### src/rtl/mem_access_pkg.sv
// Shared encodings for the memory-access sequencer: memory commands and FSM states.
package mem_access_pkg;

   // One-hot memory command, also decoded by the CPU top.
   localparam logic [2:0] MNONE  = 3'b001;
   localparam logic [2:0] MREAD  = 3'b010;
   localparam logic [2:0] MWRITE = 3'b100;

   localparam logic [2:0] ST_IDLE  = 3'd0;
   localparam logic [2:0] ST_FETCH = 3'd1;
   localparam logic [2:0] ST_LOAD  = 3'd2;
   localparam logic [2:0] ST_STORE = 3'd3;
   localparam logic [2:0] ST_ERROR = 3'd4;

   function automatic logic [2:0] cmd_of(input logic [2:0] st);
      logic [2:0] c;
      c = MNONE;
      case (st)
         ST_FETCH, ST_LOAD: c = MREAD;
         ST_STORE:          c = MWRITE;
         default:           c = MNONE;
      endcase
      return c;
   endfunction

endpackage

### src/rtl/mem_access_unit_if.sv
// CPU-side request/status and memory-side bus of the memory-access sequencer.
interface mem_access_unit_if #(
   parameter int ADDR_W = 9,
   parameter int DATA_W = 16
);
   logic              fetch_req;
   logic              ls_req;
   logic              ls_write;
   logic [ADDR_W-1:0] ls_addr;
   logic [DATA_W-1:0] ls_wdata;
   logic              pc_load;
   logic [ADDR_W-1:0] pc_target;
   logic [ADDR_W-1:0] pc;
   logic [DATA_W-1:0] ir;
   logic [DATA_W-1:0] ls_rdata;
   logic              fetch_done;
   logic              ls_done;
   logic              busy;
   logic              err;
   logic [ADDR_W-1:0] mem_addr;
   logic [2:0]        mem_cmd;
   logic [DATA_W-1:0] mem_wdata;
   logic [DATA_W-1:0] mem_rdata;
   logic              mem_ready;

   // master: the sequencer itself; slave: control FSM plus memory around it.
   modport master (
      input  fetch_req, ls_req, ls_write, ls_addr, ls_wdata, pc_load, pc_target,
             mem_rdata, mem_ready,
      output pc, ir, ls_rdata, fetch_done, ls_done, busy, err,
             mem_addr, mem_cmd, mem_wdata
   );

   modport slave (
      output fetch_req, ls_req, ls_write, ls_addr, ls_wdata, pc_load, pc_target,
             mem_rdata, mem_ready,
      input  pc, ir, ls_rdata, fetch_done, ls_done, busy, err,
             mem_addr, mem_cmd, mem_wdata
   );
endinterface

### src/rtl/mem_wait_timer.sv
// Wait-state counter; expired flags the wait cycle that makes the count reach TIMEOUT.
module mem_wait_timer #(
   parameter int TIMEOUT = 15
) (
   input  logic clk,
   input  logic rst_n,
   input  logic i_clr,
   input  logic i_en,
   output logic o_expired
);
   localparam int CW = (TIMEOUT > 0) ? $clog2(TIMEOUT + 1) : 1;
   localparam logic [CW-1:0] LIMIT = CW'(TIMEOUT);

   logic [CW-1:0] r_cnt;

   // Saturates at LIMIT; with TIMEOUT=0 it never moves and never expires.
   always_ff @(posedge clk or negedge rst_n) begin
      if (!rst_n)                     r_cnt <= '0;
      else if (i_clr)                 r_cnt <= '0;
      else if (i_en && r_cnt != LIMIT) r_cnt <= r_cnt + 1'b1;
   end

   assign o_expired = (TIMEOUT > 0) && i_en && (r_cnt == LIMIT - 1'b1);

endmodule

### src/rtl/mem_access_unit.sv
// Memory-access sequencer: owns PC/IR/data address, runs fetch, load and store with wait states.
module mem_access_unit
   import mem_access_pkg::*;
#(
   parameter int ADDR_W   = 9,
   parameter int DATA_W   = 16,
   parameter int TIMEOUT  = 15,
   parameter int RESET_PC = 0
) (
   input  logic             clk,
   input  logic             reset,
   mem_access_unit_if.master bus
);
   logic [2:0]        r_state;
   logic [ADDR_W-1:0] r_pc;
   logic [ADDR_W-1:0] r_addr;
   logic [DATA_W-1:0] r_wdata;
   logic [DATA_W-1:0] r_ir;
   logic [DATA_W-1:0] r_rdata;
   logic              r_fdone;
   logic              r_ldone;
   logic              r_err;

   logic w_active;
   logic w_accept;
   logic w_expired;

   assign w_active = (r_state == ST_FETCH) || (r_state == ST_LOAD) || (r_state == ST_STORE);
   assign w_accept = (r_state == ST_IDLE) && (bus.ls_req || bus.fetch_req);

   mem_wait_timer #(.TIMEOUT(TIMEOUT)) u_timer (
      .clk       (clk),
      .rst_n     (reset),
      .i_clr     (w_accept),
      .i_en      (w_active && !bus.mem_ready),
      .o_expired (w_expired)
   );

   always_ff @(posedge clk or negedge reset) begin
      if (!reset) begin
         r_state <= ST_IDLE;
         r_pc    <= ADDR_W'(RESET_PC);
         r_addr  <= '0;
         r_wdata <= '0;
         r_ir    <= '0;
         r_rdata <= '0;
         r_fdone <= 1'b0;
         r_ldone <= 1'b0;
         r_err   <= 1'b0;
      end else begin
         r_fdone <= 1'b0;
         r_ldone <= 1'b0;
         case (r_state)
            ST_IDLE: begin
               // A branch in the same cycle as fetch_req redirects that fetch.
               if (bus.pc_load) r_pc <= bus.pc_target;
               if (bus.ls_req) begin
                  r_addr  <= bus.ls_addr;
                  r_wdata <= bus.ls_wdata;
                  r_state <= bus.ls_write ? ST_STORE : ST_LOAD;
               end else if (bus.fetch_req) begin
                  r_state <= ST_FETCH;
               end
            end
            ST_FETCH: begin
               if (bus.mem_ready) begin
                  r_ir    <= bus.mem_rdata;
                  r_pc    <= r_pc + 1'b1;
                  r_fdone <= 1'b1;
                  r_state <= ST_IDLE;
               end else if (w_expired) begin
                  r_err   <= 1'b1;
                  r_state <= ST_ERROR;
               end
            end
            ST_LOAD: begin
               if (bus.mem_ready) begin
                  r_rdata <= bus.mem_rdata;
                  r_ldone <= 1'b1;
                  r_state <= ST_IDLE;
               end else if (w_expired) begin
                  r_err   <= 1'b1;
                  r_state <= ST_ERROR;
               end
            end
            ST_STORE: begin
               if (bus.mem_ready) begin
                  r_ldone <= 1'b1;
                  r_state <= ST_IDLE;
               end else if (w_expired) begin
                  r_err   <= 1'b1;
                  r_state <= ST_ERROR;
               end
            end
            default: r_state <= r_state;  // ERROR is left only through reset
         endcase
      end
   end

   assign bus.mem_cmd    = cmd_of(r_state);
   assign bus.mem_addr   = ((r_state == ST_LOAD) || (r_state == ST_STORE)) ? r_addr : r_pc;
   assign bus.mem_wdata  = r_wdata;
   assign bus.busy       = (r_state != ST_IDLE);
   assign bus.pc         = r_pc;
   assign bus.ir         = r_ir;
   assign bus.ls_rdata   = r_rdata;
   assign bus.fetch_done = r_fdone;
   assign bus.ls_done    = r_ldone;
   assign bus.err        = r_err;

endmodule

### src/flat_wrapper.sv
// flat-port wrapper written by rule: the top's interface ports become plain ports
module mem_access_unit_flat import mem_access_pkg::*;
#(
   parameter int ADDR_W   = 9,
   parameter int DATA_W   = 16,
   parameter int TIMEOUT  = 15,
   parameter int RESET_PC = 0
)
  (clk, reset, bus_fetch_req, bus_ls_req, bus_ls_write, bus_ls_addr, bus_ls_wdata, bus_pc_load, bus_pc_target, bus_mem_rdata, bus_mem_ready, bus_pc, bus_ir, bus_ls_rdata, bus_fetch_done, bus_ls_done, bus_busy, bus_err, bus_mem_addr, bus_mem_cmd, bus_mem_wdata);
  mem_access_unit_if #(.ADDR_W(ADDR_W), .DATA_W(DATA_W)) bus_i ();
  input  logic clk;
  input  logic reset;
  input wire logic [$bits(bus_i.fetch_req)-1:0] bus_fetch_req;
  input wire logic [$bits(bus_i.ls_req)-1:0] bus_ls_req;
  input wire logic [$bits(bus_i.ls_write)-1:0] bus_ls_write;
  input wire logic [$bits(bus_i.ls_addr)-1:0] bus_ls_addr;
  input wire logic [$bits(bus_i.ls_wdata)-1:0] bus_ls_wdata;
  input wire logic [$bits(bus_i.pc_load)-1:0] bus_pc_load;
  input wire logic [$bits(bus_i.pc_target)-1:0] bus_pc_target;
  input wire logic [$bits(bus_i.mem_rdata)-1:0] bus_mem_rdata;
  input wire logic [$bits(bus_i.mem_ready)-1:0] bus_mem_ready;
  output wire logic [$bits(bus_i.pc)-1:0] bus_pc;
  output wire logic [$bits(bus_i.ir)-1:0] bus_ir;
  output wire logic [$bits(bus_i.ls_rdata)-1:0] bus_ls_rdata;
  output wire logic [$bits(bus_i.fetch_done)-1:0] bus_fetch_done;
  output wire logic [$bits(bus_i.ls_done)-1:0] bus_ls_done;
  output wire logic [$bits(bus_i.busy)-1:0] bus_busy;
  output wire logic [$bits(bus_i.err)-1:0] bus_err;
  output wire logic [$bits(bus_i.mem_addr)-1:0] bus_mem_addr;
  output wire logic [$bits(bus_i.mem_cmd)-1:0] bus_mem_cmd;
  output wire logic [$bits(bus_i.mem_wdata)-1:0] bus_mem_wdata;
  assign bus_i.fetch_req = bus_fetch_req;
  assign bus_i.ls_req = bus_ls_req;
  assign bus_i.ls_write = bus_ls_write;
  assign bus_i.ls_addr = bus_ls_addr;
  assign bus_i.ls_wdata = bus_ls_wdata;
  assign bus_i.pc_load = bus_pc_load;
  assign bus_i.pc_target = bus_pc_target;
  assign bus_i.mem_rdata = bus_mem_rdata;
  assign bus_i.mem_ready = bus_mem_ready;
  assign bus_pc = bus_i.pc;
  assign bus_ir = bus_i.ir;
  assign bus_ls_rdata = bus_i.ls_rdata;
  assign bus_fetch_done = bus_i.fetch_done;
  assign bus_ls_done = bus_i.ls_done;
  assign bus_busy = bus_i.busy;
  assign bus_err = bus_i.err;
  assign bus_mem_addr = bus_i.mem_addr;
  assign bus_mem_cmd = bus_i.mem_cmd;
  assign bus_mem_wdata = bus_i.mem_wdata;
  mem_access_unit #(.ADDR_W(ADDR_W), .DATA_W(DATA_W), .TIMEOUT(TIMEOUT), .RESET_PC(RESET_PC)) u_core (.clk(clk), .reset(reset), .bus(bus_i));
endmodule
### config.mk
export PLATFORM = sky130hd
export DESIGN_NAME = mem_access_unit_flat
export DESIGN_NICKNAME = d
export VERILOG_FILES = /design/src/rtl/mem_access_pkg.sv /design/src/rtl/mem_access_unit_if.sv /design/src/rtl/mem_wait_timer.sv /design/src/rtl/mem_access_unit.sv /design/src/flat_wrapper.sv
export SDC_FILE = /design/constraint.sdc
export NUM_CORES = 1
export LEC_CHECK = 0
export CAP_MARGIN = 5
export CORE_UTILIZATION = 47
export CTS_CLUSTER_DIAMETER = 30
export CTS_CLUSTER_SIZE = 30
export DETAILED_ROUTE_END_ITERATION = 6
export PLACE_DENSITY = 0.82
export SYNTH_ARGS = -nofsm -noshare
export SYNTH_HDL_FRONTEND = slang
export SYNTH_SLANG_ARGS = --single-unit
### constraint.sdc
create_clock -name clk -period 5.1 [get_ports clk]
set_input_delay 1.02 -clock clk [delete_from_list [all_inputs] [get_ports clk]]
set_output_delay 1.02 -clock clk [all_outputs]
set_load 0.01 [all_outputs]
==> results of run 1 <==
==> path summary, 6_finish.rpt <==
kind | slack, ps | endpoint | cells after the start | start
min in group asynchronous | 820 | u_core.bus.ir[3] | 1 | reset
worst max-delay path | 1580 | bus_mem_addr[0] | 3 | u_core.r_state[1]
worst min-delay path | 480 | u_core.bus.err | 1 | u_core.bus.err
worst max register to register | 2720 | u_core.bus.pc[8] | 4 | u_core.r_state[0]
worst min register to register | 480 | u_core.bus.err | 1 | u_core.bus.err
max in group asynchronous | 3680 | u_core.u_timer.r_cnt[1] | 1 | reset
==> state kept, by name (all words and copies together), names as in the netlist <==
signal / count
u_core.bus.err: 1
u_core.bus.fetch_done: 1
u_core.bus.ir: 16
u_core.bus.ls_done: 1
u_core.bus.ls_rdata: 16
u_core.bus.mem_wdata: 16
u_core.bus.pc: 9
u_core.r_addr: 9
u_core.r_state: 3
u_core.u_timer.r_cnt: 4
==> cells by family (layout without fill, tap and decap cells) <==
family | after synthesis | after routing
flip-flops | 76 | 76
buffers and inverters | 23 | 155
AO/OA/AOI/OAI | 33 | 33
adder cells (fa/ha/maj) | 3 | 3
multiplexers | 70 | 70
AND/OR/NAND/NOR | 40 | 40
XOR/XNOR | 2 | 2
==> layout by cell type, fill, tap and decap left out, drive strengths merged, types with 3 or more instances in the layout <==
cell type / count
ha: 3
inv: 11
clkbuf: 9
nor2: 9
a21oi: 6
nand3: 6
mux2: 64
o21ai: 8
clkinv: 4
mux2i: 6
a221o: 4
o41ai: 3
clkdlybuf4s50: 128
dfrtp: 76
o211ai: 3
nand2: 8
==> worst max-delay path, stage by stage (launching register included) <==
cell             delay [ps]
dfrtp_1                 530
nor2b_1                 750
mux2_2                  420
clkdlybuf4s50_1         480
==> layer usage <==
| metal | track usage | part of all wire | vias up |
|---|---|---|---|
| met2 | 0.360 | 0.50 | 92 |
| met1 | 0.265 | 0.41 | 1187 |
| li1 | - | - | 1141 |
| met3 | 0.0743 | 0.071 | 8 |
| met4 | 0.0803 | 0.010 | 0 |
| met5 | 0 | 0 | - |
==> power by group through the flow <==
stage                     clock, W  combinational (W)  sequential [W]
final                     0.000504            0.00125         0.00109
after global routing      0.000547            0.00133         0.00113
after CTS                 0.000516            0.00126         0.00109
after detailed placement         0            0.00125         0.00110
after global placement           0            0.00123         0.00109
after floorplan                  0           0.000486         0.00116
==> cell type report <==
| class | instances | share of cell area |
|---|---|---|
| Inverter | 10 | 0.00766 |
| Clock inverter | 7 | 0.0204 |
| Clock buffer | 9 | 0.0253 |
| Tap cell | 96 | 0.0245 |
| Multi-Input combinational cell | 148 | 0.271 |
| Timing Repair Buffer | 129 | 0.263 |
| Sequential cell | 76 | 0.388 |
==> through the flow <==
step	area, µm²	hold slack, ps	cells	total power, W
final	4900	479	475	0.00284
after global routing	4900	498	475	0.00301
after floorplan	3360	475	247	0.00165
after CTS	4900	484	475	0.00287
after global placement	4670	454	459	0.00232
after detailed placement	4670	469	459	0.00236
==> flow_summary.json, run 1 <==
{
  "grt_usage": 0.218,
  "drv_cap": 0,
  "dieWidth_um": 86.5,
  "avgSynthCellArea_um2": 13.6,
  "gr-total-overflow": 0,
  "synth_mux_area_frac": 0.233,
  "hold_buffers": 0,
  "arrival_ps": 2500,
  "finish.utilization": 0.717,
  "num_vias": 2428,
  "synth_edf_count": 0,
  "die_h_um": 86.5,
  "cts_tree": "yes",
  "synthXorXnorAreaFrac": 0.00522,
  "cts-htree-levels": 3,
  "run_status": "finished clean",
  "combPwrFrac": 0.438,
  "dpl.hpwl_um": 5460,
  "synth_nets": 307,
  "wirelength_um": 7610,
  "postRouteAntennaNets": 0,
  "period_minus_slack_ps": 3520,
  "hold_viol": 0,
  "ys_async_sr_fraction": 1.00,
  "intPower_w": 0.00195,
  "hold_class": "flip-flop to flip-flop",
  "wl_per_cell_um": 16.0,
  "setup_violations": 0,
  "drc": 0,
  "area_delta_synth_final_pct": 45.9,
  "fmax_ghz": 0.284,
  "pin_count": 130,
  "crit_required_ps": 4080,
  "fin_crit_sh": 0.691,
  "antenna_found_initial": 0,
  "portBuffers": 129,
  "register_area_mm2": 0.00190,
  "grt_max_degree": 77,
  "cts.sinks": 76,
  "cts_buffer_depth": 2,
  "clock_skew_ps": 11.4,
  "cts_setup_buffers": 0,
  "initialDrtViolationCount": 85,
  "grt_pass1_vias": 2612,
  "n_fill_cell": 500,
  "layout.nets": 434,
  "p_seq_frac": 0.384,
  "grt_pass1_wl_um": 12400,
  "diodes": 0,
  "layout-drive-gt1-share": 0.235,
  "synth_seq_cells": 76,
  "drtPass1Iterations": 4,
  "clkPwrFrac": 0.177,
  "synth_top_area_cell": "dfrtp_1",
  "yosys_warnings": 0,
  "initial_core_util": 0.491,
  "crit_type": "flip-flop to output port",
  "p_switching_w": 0.000897,
  "tightest_slew_ps": 1030,
  "multi_input_area_mm2": 0.00133,
  "synthDistinctLibCells": 40,
  "setup_ws_ps": 1580,
  "cp-end-kind": "output port",
  "synth.area.top_cells": "dfrtp_1, mux2_2, mux2i_1",
  "startpoint_type": "flip-flop",
  "p_leak_nw": 2.04,
  "core_area_mm2": 0.00683,
  "ir_drop_mv": 0.341,
  "cts-root-buf": "clkbuf_8",
  "switching_share": 0.315,
  "cts_resized": 0,
  "synth_simple_gate_area_share": 0.0738,
  "place_congestion": 0.767,
  "rsz0062_at_grt": "no",
  "synth_flop_cell": "dfrtp_1",
  "critPathMaxFanout": 13,
  "pre_cts_slack_ps": 1860,
  "ys_seq_area_frac": 0.567,
  "die_area_mm2": 0.00748,
  "numCtsBuffers": 9,
  "synth_most_common_cell": "dfrtp_1",
  "syn_inst": 247,
  "clk_pin_slew_worst_paths_ps": 80,
  "slew_headroom": 0.309,
  "synthAdderAreaFrac": 0.0112,
  "netlist.area_leader.share": 0.567,
  "synth_top_family_by_area": "multiplexers",
  "maxSlewViolCount": 0,
  "fin_setup_tns_ps": 0,
  "synth-compound-area-share": 0.0719,
  "synthTopCellsByCount": "dfrtp_1, mux2_2, inv_1",
  "clock_latency_ps": 340,
  "vias_per_cell": 5.11,
  "pwr_density_cell_mw_per_mm2": 581,
  "num_rows": 30,
  "syn-cell-area_mm2": 0.00336
}
No activity file was read; power rests on OpenSTA's default activity.
==> inputs of run 2 (changes only) <==
--- a/config.mk
+++ b/config.mk
@@ -6,11 +6,11 @@
 export NUM_CORES = 1
 export LEC_CHECK = 0
 export CAP_MARGIN = 5
-export CORE_UTILIZATION = 47
+export CORE_UTILIZATION = 44
 export CTS_CLUSTER_DIAMETER = 30
 export CTS_CLUSTER_SIZE = 30
 export DETAILED_ROUTE_END_ITERATION = 6
-export PLACE_DENSITY = 0.82
+export PLACE_DENSITY = 0.77
 export SYNTH_ARGS = -nofsm -noshare
 export SYNTH_HDL_FRONTEND = slang
 export SYNTH_SLANG_ARGS = --single-unit
==> constraint.sdc (replaced) <==
create_clock -name clk -period 3.3 [get_ports clk]
set_input_delay 0.66 -clock clk [delete_from_list [all_inputs] [get_ports clk]]
set_output_delay 0.66 -clock clk [all_outputs]
set_load 0.01 [all_outputs]
==> flow_summary.json, run 2 (same netlist as run 1, synthesis figures left out) <==
{
  "run_status": "finished clean",
  "hold_class": "input pin to async pin",
  "p_switching_w": 0.00138,
  "maxSlewViolCount": 0,
  "cp_cell_sequence": "nor2b_1, buf_4, mux2_2, clkdlybuf4s50_1",
  "hold_viol": 0,
  "grt_usage": 0.197,
  "crit_type": "flip-flop to output port",
  "drv_cap": 0,
  "slew_headroom": 0.364,
  "die_area_mm2": 0.00798,
  "grt_pass1_wl_um": 11700,
  "reg2reg_to": "u_core.bus.mem_wdata[5]",
  "place_congestion": 0.777,
  "pin_count": 130,
  "cts_setup_buffers": 0,
  "grt_pass1_vias": 2386,
  "final_cell_mix": "clkdlybuf4s50_1, dfrtp_1, mux2_2, inv_1, clkbuf_8",
  "slowest_stage": "dfrtp_1",
  "num_vias": 2451,
  "drc": 0,
  "period_minus_slack_ps": 2840,
  "num_rows": 31,
  "r2r-start": "u_core.r_state[0]",
  "wirelength_um": 7650,
  "antenna_found_initial": 0,
  "cp-end-kind": "output port",
  "layout-drive-gt1-share": 0.239,
  "final_area_mm2": 0.00487,
  "cts-root-buf": "clkbuf_8",
  "clk_pin_slew_worst_paths_ps": 80,
  "clkPwrFrac": 0.145,
  "diodes": 0,
  "vias_per_cell": 5.11,
  "postRouteAntennaNets": 0,
  "clock_latency_ps": 340,
  "placed_cells": 465,
  "p_leak_nw": 2.02,
  "startpoint_type": "flip-flop",
  "intPower_w": 0.00285,
  "dpl.hpwl_um": 5360,
  "initialDrtViolationCount": 86,
  "grt_max_degree": 77,
  "cts.sinks": 76,
  "clock_skew_ps": 7.09,
  "setup_violations": 0,
  "core_area_mm2": 0.00733,
  "initial_core_util": 0.458,
  "r2r_setup_slack_ps": 1330,
  "ir_drop_mv": 0.452,
  "final_common_cell": "clkdlybuf4s50_1",
  "stdcell_count": 480,
  "crit_required_ps": 2640,
  "dpl-instance-area_mm2": 0.00470,
  "switching_share": 0.326,
  "gr-total-overflow": 0,
  "numCtsBuffers": 9,
  "fin_setup_tns_ps": 0,
  "combPwrFrac": 0.458,
  "area_delta_synth_final_pct": 44.9,
  "cts_tree": "yes",
  "fmax_ghz": 0.352,
  "cts-htree-levels": 3,
  "wl_per_cell_um": 15.9,
  "dieWidth_um": 89.3,
  "hold_buffers": 0,
  "drtPass1Iterations": 4,
  "tightest_slew_ps": 954,
  "crit_family": "buffers and inverters",
  "rsz0062_at_grt": "no",
  "die_h_um": 89.3,
  "cts_resized": 0,
  "fin_crit_sh": 0.861,
  "pwr_density_cell_mw_per_mm2": 870,
  "cp_slowest_stage_delay_ps": 530,
  "cts_buffer_depth": 2,
  "p_seq_frac": 0.396,
  "crit_buf_inv": 2,
  "layout.nets": 437,
  "critPathMaxFanout": 12,
  "worst_r2r_path_depth": 3,
  "portBuffers": 129,
  "arrival_ps": 2180
}
==> run 2: cell types whose count changed in the layout (fill, tap and decap cells not counted), sizes merged <==
cell,change
inv,-1
bufinv,-2
clkinvlp,+2
buf,+3
==> run 2: worst max path at each step <==
stage | start | endpoint | depth (start not counted)
final | u_core.r_state[1] | bus_mem_addr[8] | 4
after global routing | u_core.r_state[1] | bus_mem_addr[2] | 4
after CTS | u_core.r_state[1] | bus_mem_addr[8] | 4
after detailed placement | bus_mem_ready | u_core.bus.pc[6] | 5
after global placement | bus_mem_ready | u_core.bus.pc[8] | 5
after floorplan | u_core.r_state[2] | bus_mem_addr[2] | 4
==> run 2: per-layer routing <==
layer / routed length, µm / GRT usage / vias to the layer above
met3: 537 / 0.0628 / 12
met5: 0 / 0 / -
met4: 157 / 0.0909 / 0
met2: 3660 / 0.304 / 95
li1: - / - / 1147
met1: 3290 / 0.254 / 1197
==> run 2: power by group through the flow <==
| stage | logic, W | registers (W) | clock network [W] |
|---|---|---|---|
| 2_1_floorplan | 0.000752 | 0.00179 | 0 |
| 3_3_place_gp | 0.00193 | 0.00167 | 0 |
| 3_5_place_dp | 0.00195 | 0.00169 | 0 |
| 4_1_cts | 0.00196 | 0.00168 | 0.000631 |
| 5_1_grt | 0.00209 | 0.00174 | 0.000669 |
| 6_report | 0.00194 | 0.00168 | 0.000615 |
==> run 2: cell type report <==
cell class                 count  area, µm²
clock buffer                   9        124
clock inverter                 6       42.5
fill                         517       2460
inverter                      10       37.5
multi-input combinational    148       1330
sequential                    76       1900
tap                           99        124
timing repair buffer         132       1310
==> run 2: metrics by stage <==
stage | util | power, W | setup WS, ps | hold slack (ps)
after global placement | 0.641 | 0.00359 | 861 | 457
after floorplan | - | 0.00254 | 1200 | 364
after detailed placement | 0.641 | 0.00364 | 803 | 454
after global routing | 0.664 | 0.00450 | 329 | 494
final | 0.664 | 0.00423 | 458 | 472
after CTS | 0.664 | 0.00427 | 425 | 471
==> inputs of run 3 (changes only) <==
--- a/config.mk
+++ b/config.mk
@@ -11,6 +11,7 @@
 export CTS_CLUSTER_SIZE = 30
 export DETAILED_ROUTE_END_ITERATION = 6
 export PLACE_DENSITY = 0.77
+export SLEW_MARGIN = 20
 export SYNTH_ARGS = -nofsm -noshare
 export SYNTH_HDL_FRONTEND = slang
 export SYNTH_SLANG_ARGS = --single-unit
==> results of run 3 <==
The final DEF is identical to that of run 2; final timing and power are the same.
